**config.mk**
```make
export PLATFORM = sky130hd
export DESIGN_NAME = sdram_frame_fetch
export DESIGN_NICKNAME = d
export VERILOG_FILES = /design/src/rtl/sdram_frame_fetch.sv
export SDC_FILE = /design/constraint.sdc
export NUM_CORES = 1
export LEC_CHECK = 0
export CORE_MARGIN = 4
export CORE_UTILIZATION = 45
export DETAILED_ROUTE_END_ITERATION = 10
export PLACE_DENSITY = 0.69
export REMOVE_ABC_BUFFERS = 1
export SLEW_MARGIN = 0
export SYNTH_ARGS = -nofsm -noshare
export SYNTH_HDL_FRONTEND = slang
export SYNTH_SLANG_ARGS = --single-unit
```
**constraint.sdc**
```tcl
create_clock -name i_Clk -period 3 [get_ports i_Clk]
set_input_delay 0.3 -clock i_Clk [delete_from_list [all_inputs] [get_ports i_Clk]]
set_output_delay 0.3 -clock i_Clk [all_outputs]
set_load 0.05 [all_outputs]
```
**src/rtl/sdram_frame_fetch.sv**
```systemverilog
// Framebuffer scan-out fetcher: reads bursts of 8bpp pixel words over the shared
// SDRAM port, queues them in a word FIFO and streams single pixels to the LCD stage.
//
// state     | meaning
// ----------+---------------------------------------------------------------
// ST_IDLE   | no bus ownership; waits for frame activity and FIFO room
// ST_REQUEST| request raised, waiting for the compute block to yield
// ST_READ   | burst in flight; every read-valid word is pushed into the FIFO
// ST_DRAIN  | burst in flight after a frame restart; words are discarded
module sdram_frame_fetch #(
    parameter int          BURST_LEN   = 8,
    parameter int          FRAME_WORDS = 96000,
    parameter logic [21:0] BASE_ADDR   = 22'h0,
    parameter int          FIFO_DEPTH  = 32,
    parameter logic [1:0]  CMD_IDLE    = 2'd0,
    parameter logic [1:0]  CMD_READ    = 2'd1
) (
    input  logic        i_Clk,
    input  logic        i_Rst_n,
    input  logic        i_Frame_Start,
    output logic        o_SDRAM_Request,
    input  logic        i_SDRAM_Yield,
    output logic [1:0]  o_Command,
    output logic [21:0] o_Data_Address,
    input  logic        i_Data_Read_Valid,
    input  logic [31:0] i_Data_Read,
    output logic [7:0]  o_Pixel,
    output logic        o_Pixel_Valid,
    input  logic        i_Pixel_Ready,
    output logic        o_Underflow
);

    localparam int AW = $clog2(FIFO_DEPTH);
    localparam int CW = AW + 1;
    localparam int BW = $clog2(BURST_LEN);

    localparam logic [BW-1:0] CD_LOAD    = BW'(BURST_LEN - 1);
    localparam logic [BW-1:0] CD_ONE     = BW'(1);
    localparam logic [AW-1:0] PTR_ONE    = AW'(1);
    localparam logic [21:0]   FRAME_END  = 22'(FRAME_WORDS);
    localparam logic [21:0]   BURST_STEP = 22'(BURST_LEN);
    localparam logic [CW-1:0] REQ_LIMIT  = CW'(FIFO_DEPTH - BURST_LEN);

    typedef enum logic [1:0] {ST_IDLE, ST_REQUEST, ST_READ, ST_DRAIN} state_t;

    state_t          state, state_nxt;
    logic [BW-1:0]   countdown;
    logic [21:0]     word_ptr;
    logic            frame_active;

    logic [31:0]     mem [FIFO_DEPTH];
    logic [AW-1:0]   wr_ptr, rd_ptr;
    logic [CW-1:0]   fifo_cnt;
    // occupancy counts a word until its last byte is accepted downstream
    logic [CW-1:0]   occ;

    logic [31:0]     unp_word;
    logic            unp_valid;
    logic [1:0]      byte_idx;
    logic            pix_last;

    logic            rd_in_burst, burst_last, push;
    logic            frame_done, fetch_go;
    logic            pix_take, pix_accept, pix_load, unp_load, word_done;
    logic [7:0]      byte_sel;

    assign rd_in_burst = (state == ST_READ || state == ST_DRAIN) && i_Data_Read_Valid;
    assign burst_last  = rd_in_burst && (countdown == '0);
    assign push        = (state == ST_READ) && i_Data_Read_Valid && !i_Frame_Start;
    assign frame_done  = (word_ptr == FRAME_END) && (occ == '0);
    assign fetch_go    = frame_active && (word_ptr < FRAME_END) && (occ <= REQ_LIMIT);

    assign pix_take    = !o_Pixel_Valid || i_Pixel_Ready;
    assign pix_accept  = o_Pixel_Valid && i_Pixel_Ready;
    assign pix_load    = unp_valid && pix_take;
    assign unp_load    = (fifo_cnt != '0) && (!unp_valid || (pix_load && byte_idx == 2'd3));
    assign word_done   = pix_accept && pix_last;

    assign o_Command   = (state == ST_READ) ? CMD_READ : CMD_IDLE;

    always_comb begin
        byte_sel = unp_word[7:0];
        case (byte_idx)
            2'd0: byte_sel = unp_word[7:0];
            2'd1: byte_sel = unp_word[15:8];
            2'd2: byte_sel = unp_word[23:16];
            2'd3: byte_sel = unp_word[31:24];
            default: byte_sel = unp_word[7:0];
        endcase
    end

    always_comb begin
        state_nxt = state;
        case (state)
            ST_IDLE: begin
                if (!i_Frame_Start && fetch_go)
                    state_nxt = ST_REQUEST;
            end
            ST_REQUEST: begin
                if (i_Frame_Start)
                    state_nxt = ST_IDLE;
                else if (i_SDRAM_Yield)
                    state_nxt = ST_READ;
            end
            ST_READ: begin
                if (burst_last)
                    state_nxt = ST_IDLE;
                else if (i_Frame_Start)
                    state_nxt = ST_DRAIN;
            end
            ST_DRAIN: begin
                if (burst_last)
                    state_nxt = ST_IDLE;
            end
            default: state_nxt = ST_IDLE;
        endcase
    end

    always_ff @(posedge i_Clk or negedge i_Rst_n) begin
        if (!i_Rst_n) begin
            state           <= ST_IDLE;
            o_SDRAM_Request <= 1'b0;
            countdown       <= '0;
            o_Data_Address  <= BASE_ADDR;
            word_ptr        <= '0;
            frame_active    <= 1'b0;
            o_Underflow     <= 1'b0;
        end else begin
            state           <= state_nxt;
            // the controller stays ours until the burst in flight has fully returned
            o_SDRAM_Request <= (state_nxt != ST_IDLE);

            if (state == ST_REQUEST && state_nxt == ST_READ) begin
                countdown      <= CD_LOAD;
                o_Data_Address <= BASE_ADDR + word_ptr;
            end else begin
                if (rd_in_burst)
                    countdown <= countdown - CD_ONE;
                if (state == ST_READ && i_Data_Read_Valid)
                    o_Data_Address <= o_Data_Address + 22'd1;
            end

            if (i_Frame_Start)
                word_ptr <= '0;
            else if (state == ST_READ && burst_last)
                word_ptr <= word_ptr + BURST_STEP;

            if (i_Frame_Start)
                frame_active <= 1'b1;
            else if (frame_done)
                frame_active <= 1'b0;

            if (i_Frame_Start)
                o_Underflow <= 1'b0;
            else if (frame_active && word_ptr != '0 && !frame_done &&
                     i_Pixel_Ready && !o_Pixel_Valid)
                o_Underflow <= 1'b1;
        end
    end

    always_ff @(posedge i_Clk) begin
        if (push)
            mem[wr_ptr] <= i_Data_Read;
    end

    always_ff @(posedge i_Clk or negedge i_Rst_n) begin
        if (!i_Rst_n) begin
            wr_ptr        <= '0;
            rd_ptr        <= '0;
            fifo_cnt      <= '0;
            occ           <= '0;
            unp_word      <= '0;
            unp_valid     <= 1'b0;
            byte_idx      <= 2'd0;
            pix_last      <= 1'b0;
            o_Pixel       <= 8'h00;
            o_Pixel_Valid <= 1'b0;
        end else if (i_Frame_Start) begin
            wr_ptr        <= '0;
            rd_ptr        <= '0;
            fifo_cnt      <= '0;
            occ           <= '0;
            unp_valid     <= 1'b0;
            byte_idx      <= 2'd0;
            pix_last      <= 1'b0;
            o_Pixel_Valid <= 1'b0;
        end else begin
            if (push)
                wr_ptr <= wr_ptr + PTR_ONE;

            if (unp_load) begin
                rd_ptr    <= rd_ptr + PTR_ONE;
                unp_word  <= mem[rd_ptr];
                unp_valid <= 1'b1;
            end else if (pix_load && byte_idx == 2'd3) begin
                unp_valid <= 1'b0;
            end

            fifo_cnt <= fifo_cnt + CW'(push) - CW'(unp_load);
            occ      <= occ + CW'(push) - CW'(word_done);

            if (pix_load) begin
                o_Pixel       <= byte_sel;
                o_Pixel_Valid <= 1'b1;
                pix_last      <= (byte_idx == 2'd3);
                byte_idx      <= byte_idx + 2'd1;
            end else if (pix_accept) begin
                o_Pixel_Valid <= 1'b0;
            end
        end
    end

endmodule

```
# Yosys cells after proc, flatten, opt, wreduce, memory -nomap -nowiden
# Memory sizes are Yosys's and may differ from the RTL's. A register that Yosys moved wholly into a read port is not among the register bits.
# Index checks and enable logic that the tools add are counted.
classes:
  addsub: 10
  magnitude_cmp: 2
  eq_ne: 8
  n_mux: 37
  bitwise: 1
  n_reduce_logical: 46
op_table:
  columns: ["cell", "count"]
  rows:
  - ["22-bit two-way mux", 4]
  - ["8-bit case mux with 4 select lines", 1]
  - ["22-bit by 1-bit adder with 22-bit output, second input constant", 1]
  - ["22-bit by 4-bit adder with 22-bit output, second input constant", 1]
  - ["22-bit by 17-bit == test with 1-bit output, second input constant", 1]
  - ["22-bit by 17-bit < comparator with 1-bit output, second input constant", 1]
  - ["22-bit nonzero test", 1]
  - ["5-bit two-way mux", 4]
  - ["1-bit logical AND", 19]
  - ["2-bit nonzero test", 9]
  - ["2-bit two-way mux", 8]
  - ["1-bit two-way mux", 15]
  - ["6-bit by 1-bit adder with 6-bit output", 2]
  - ["6-bit two-way mux", 2]
  - ["6-bit by 1-bit subtractor with 6-bit output", 2]
  - ["5-bit by 1-bit adder with 5-bit output, second input constant", 2]
  - ["2-bit == test, second input constant", 5]
  - ["2-bit case mux with 4 select lines", 1]
  - ["6-bit by 5-bit less-or-equal comparator with 1-bit output, second input constant", 1]
  - ["6-bit zero test", 1]
  - ["3-bit two-way mux", 2]
  - ["3-bit nonzero test", 2]
  - ["6-bit nonzero test", 1]
  - ["1-bit zero test", 5]
  - ["8 further kinds", 13]
totals:
  register_bits: 87
  ramBits: 1024
  inputBits: 38
  wordCells: 121
  n_memories: 1
memory_table:
  columns: ["memory", "depth", "word_bits", "rd", "rd_ports_with_merged_regs", "write_ports", "line_no", "text"]
  rows:
  - ["mem", 32, 32, 1, 1, 1, "51", "logic [31:0] mem [FIFO_DEPTH];"]

# Longest topological paths before layout
depth:
  depth_word: 9
  depth_mapped: 14
  depth_no_buf: 13

# Worst setup path after synthesis
# OpenSTA, ideal clock, no wires.
synth_path:
  path_kind: "register to register"
  startpoint: "reg state[0]"
  endpoint: "mem mem[29][0] (enable)"
  t_arrival_ps: 2637
  required_time_ps: 2579
  slack_ps: -58
  path_stages_with_launch: 6
  n_path_buf: 1
  cell_sequence: "dfrtp_1 -> clkbuf_1 -> nand3b_1 -> nor2_1 -> nand2_1 -> nor2_1"
synth_via:
  elab_chain_cells: 5
synth_rtl:
  columns: ["item", "line_no", "text"]
  rows:
  - ["from (decl)", "46", "state_t state, state_nxt;"]
  - ["from (signal assigned)", "129", "state <= state_nxt;"]
  - ["2-bit == test", "69", "assign push = (state == ST_READ) && i_Data_Read_Valid && !i_Frame_Start;"]
  - ["1-bit logical AND (2 in a row)", "69", null]
  - ["1-bit two-way mux", "162", "if (push)"]
  - ["1-bit two-way mux (implied by the code)", "163", "mem[wr_ptr] <= i_Data_Read;"]
  - ["to (decl)", "51", null]
# Every way passes these cells.

# Worst setup path after layout
layout_path:
  startpoint: "reg fifo_cnt[3]"
  endpoint: "reg fifo_cnt[4]"
layout_via:
  elab_chain_cells: 4
  word_cells_on_any_way: 5
layout_rtl:
  columns: ["item", "line_no", "text"]
  rows:
  - ["from (decl)", "53", "logic [CW-1:0] fifo_cnt;"]
  - ["from (signal assigned)", "199", "fifo_cnt <= fifo_cnt + CW'(push) - CW'(unp_load);"]
  - ["branches (longest 2 deep; another with 6-bit by 1-bit adder with 6-bit output)", null, null]
  - ["6-bit by 1-bit subtractor with 6-bit output *", "199", null]
  - ["6-bit two-way mux *", "178", "end else if (i_Frame_Start) begin"]
# Mark *: on every way between the ends.
# A chain may end at the register's enable or synchronous reset.

==> metrics.cfg <==
[global_routing]
antenna_found_initial=3
grt-ovfl-total=0
use_met3=0.0363
top_usage_layer=met2
grt_pass1_vias=24200
grt_use_met2=0.345
grt.total_usage=0.212
gr-usage-met1=0.298
grt_pass1_wl_um=163000
grt_max_degree=65

[die]
initial_core_util=0.454
die_h_um=324
die_area_mm2=0.105
die_w_um=324
core_area_mm2=0.0987
pin_count=73
num_rows=115

[power]
p_comb_frac=0.207
swShare=0.266
max-vdd-ir-drop_v=0.000487
pwr-share-clk=0.336
power_leakage_nw=16.7
power_frac_seq=0.457
p_sw_mw=10.7
powerDensity_mw_per_mm2=774
p_int_mw=29.4

[setup_path]
cp_common_cell=nor2_1
startpoint=fifo_cnt[3]
critPathLaunchType=flip-flop
worstReg2RegStart=fifo_cnt[3]
rr_worst_depth=13
r2r-end=fifo_cnt[4]
ff2ff_setup_slack_ps=220
cp_max_fo=3
critPathMaxStageDelay_ps=440
path_class=reg2reg
cp.arrival_ps=3300
crit_chain=inv_1 > ha_1 > nor4bb_1 > nor2_1 > nand2_1 > nand2_1 > ha_1 > fa_1 > a21oi_1 > nor2_1 > nor2_1 > xor2_1 > nor2_1
cp-end-kind=flip-flop
cp_slowest_cell=nor4bb_1
crit_required_ps=3520

[detailed_routing]
detail_route.wl_per_cell_um=28.4
drt-vias-per-instance=6.17
drtAntennaViolNets=0
drc=0
drt_iter0_markers=3027
vias=24000
dr.pass1.iters=5
wirelength_um=111000

[clock_network]
ctsResizeCount=0
clockRootBuffer=clkbuf_16
cts_sinks=1140
cts_buffers=111
clockBufferDepth=3
clk_latency_ps=700
htreeDepth=3
clkSlewWorstSetupHoldPaths_ps=60
cts_setup_buffers=0
holdBufCountCts=1
cts_tree=done

[sta]
max_freq_ghz=0.360
fin_skew_ps=35.9
worst_pin_slew_ps=1160
setup_viol_count_final=0
rsz0062_at_grt=no
final-hold-violation-count=0
timing.final.crit_share=0.926
maxSlewHeadroom=0.227
drv_slew=0
min_period_ps=2780

[place]
hpwl_um=64500
finalWeightedCongestion=0.845
port_buffers=71
dpl_cell_area_mm2=0.0483

[yosys]
synth.area.top_cells=edfxtp_1, mux4_2, dfrtp_1
syn_area_per_cell_um2=19.4
seq_area_frac_synth=0.750
yosys.area.top_type_share=0.686
synth_edf_count=1024
async_flop_share=0.102
synth_area_leader_cell=edfxtp_1
ys_ff_latch=1140
synth_cells=2314
synthesis.area_mm2=0.0449
ys.flop_type=edfxtp_1
ys_types=57
yosys_warnings=0

[layout]
postLayoutCoreUtil=0.525
finish.instance_area_mm2=0.0518
drive_gt1_frac=0.228
final_cell_mix=edfxtp_1, mux4_2, buf_4
final_common_cell=edfxtp_1
nNetsFinal=2587
area_growth_pct=15.6
diodes=0

[job]
maxCapViolations=0

[run_status]
status=finished, final reports clean

[hold_path]
hold_class=in2async

how the worst max path moves through the flow:
stage	endpoint	slack, ps	cells after the start
final	fifo_cnt[4]	220	13
after global routing	fifo_cnt[4]	3	13
after CTS	fifo_cnt[4]	190	13
after detailed placement	fifo_cnt[4]	-30	13
after global placement	fifo_cnt[4]	-30	13
after floorplan	unp_word[6]	-10060	4
per-layer routing:
metal | up-vias | part of all wire
li1 | 9875 | -
met1 | 12700 | 0.40
met2 | 1244 | 0.49
met3 | 188 | 0.088
met4 | 4 | 0.026
met5 | - | 0.00021
worst max-delay path: cells and delay by family, from the launching register on:
kind / cells / cell delay (ps)
AOI/OAI and AO/OA: 1 / 150
xor gates and xnor gates: 1 / 170
adders and majority gates: 3 / 780
buffers and inverters: 1 / 100
DFF: 1 / 380
and+or+nand+nor: 7 / 1040
power by group through the flow:
stage                     clock (mW)  combinational, mW  sequential (mW)
after floorplan                    0               3.94             19.0
final                           13.5               8.29             18.3
after global placement             0               8.16             18.6
after detailed placement           0               8.33             18.7
after global routing            14.4               8.92             18.4
after CTS                       13.7               8.38             18.3
sequential cells by signal (all words and copies together) (netlist names), 3 cells and up:
signal          cells
countdown           3
fifo_cnt            6
mem              1024
o_Data_Address     22
o_Pixel             8
occ                 6
rd_ptr              5
unp_word           32
word_ptr           19
wr_ptr              5
cells in the mapped netlist, drive strengths merged (7+ instances only):
| library cell | n |
|---|---|
| a2111oi | 12 |
| a211oi | 20 |
| a21oi | 16 |
| a222oi | 8 |
| a22o | 40 |
| a22oi | 25 |
| a31oi | 13 |
| and3 | 28 |
| buf | 66 |
| clkbuf | 68 |
| dfrtp | 116 |
| edfxtp | 1024 |
| ha | 30 |
| inv | 27 |
| mux2 | 8 |
| mux2i | 96 |
| mux4 | 224 |
| nand2 | 100 |
| nand3 | 25 |
| nand4 | 17 |
| nor2 | 120 |
| nor2b | 7 |
| nor3 | 28 |
| nor4 | 7 |
| o21ai | 29 |
| o221ai | 20 |
| o22ai | 13 |
| o311ai | 10 |
| o31ai | 32 |
| xnor2 | 14 |
| xor2 | 22 |
per-stage QoR:
step	hold WS [ps]	setup TNS (ps)	power [mW]	instances	setup slack, ps
after global placement	346	-32.8	26.8	3690	-32.8
final	222	0	40.1	3894	223
after detailed placement	348	-31.5	27.0	3690	-31.5
after floorplan	4.41	-958980	23.0	2180	-10060
after CTS	201	0	40.4	3894	194
after global routing	241	0	41.7	3894	2.65
final cells by class:
class,count,area (um^2)
inverter,27,101
tap,1287,1610
timing repair buffer,224,2170
fill,7578,46900
sequential,1140,33700
clock inverter,49,498
clock buffer,154,3020
multi-input combinational,1013,10800
logic make-up after synthesis:
group | synth area share
flip-flops | 0.750
AND/OR/NAND/NOR | 0.0372
multiplexers | 0.136
AO/OA/AOI/OAI | 0.0443
buffers and inverters | 0.0160
XOR/XNOR | 0.00703
adder cells (fa/ha/maj) | 0.00926
other | 0.0000836
Note: power is estimated with default switching activity, not from simulation.
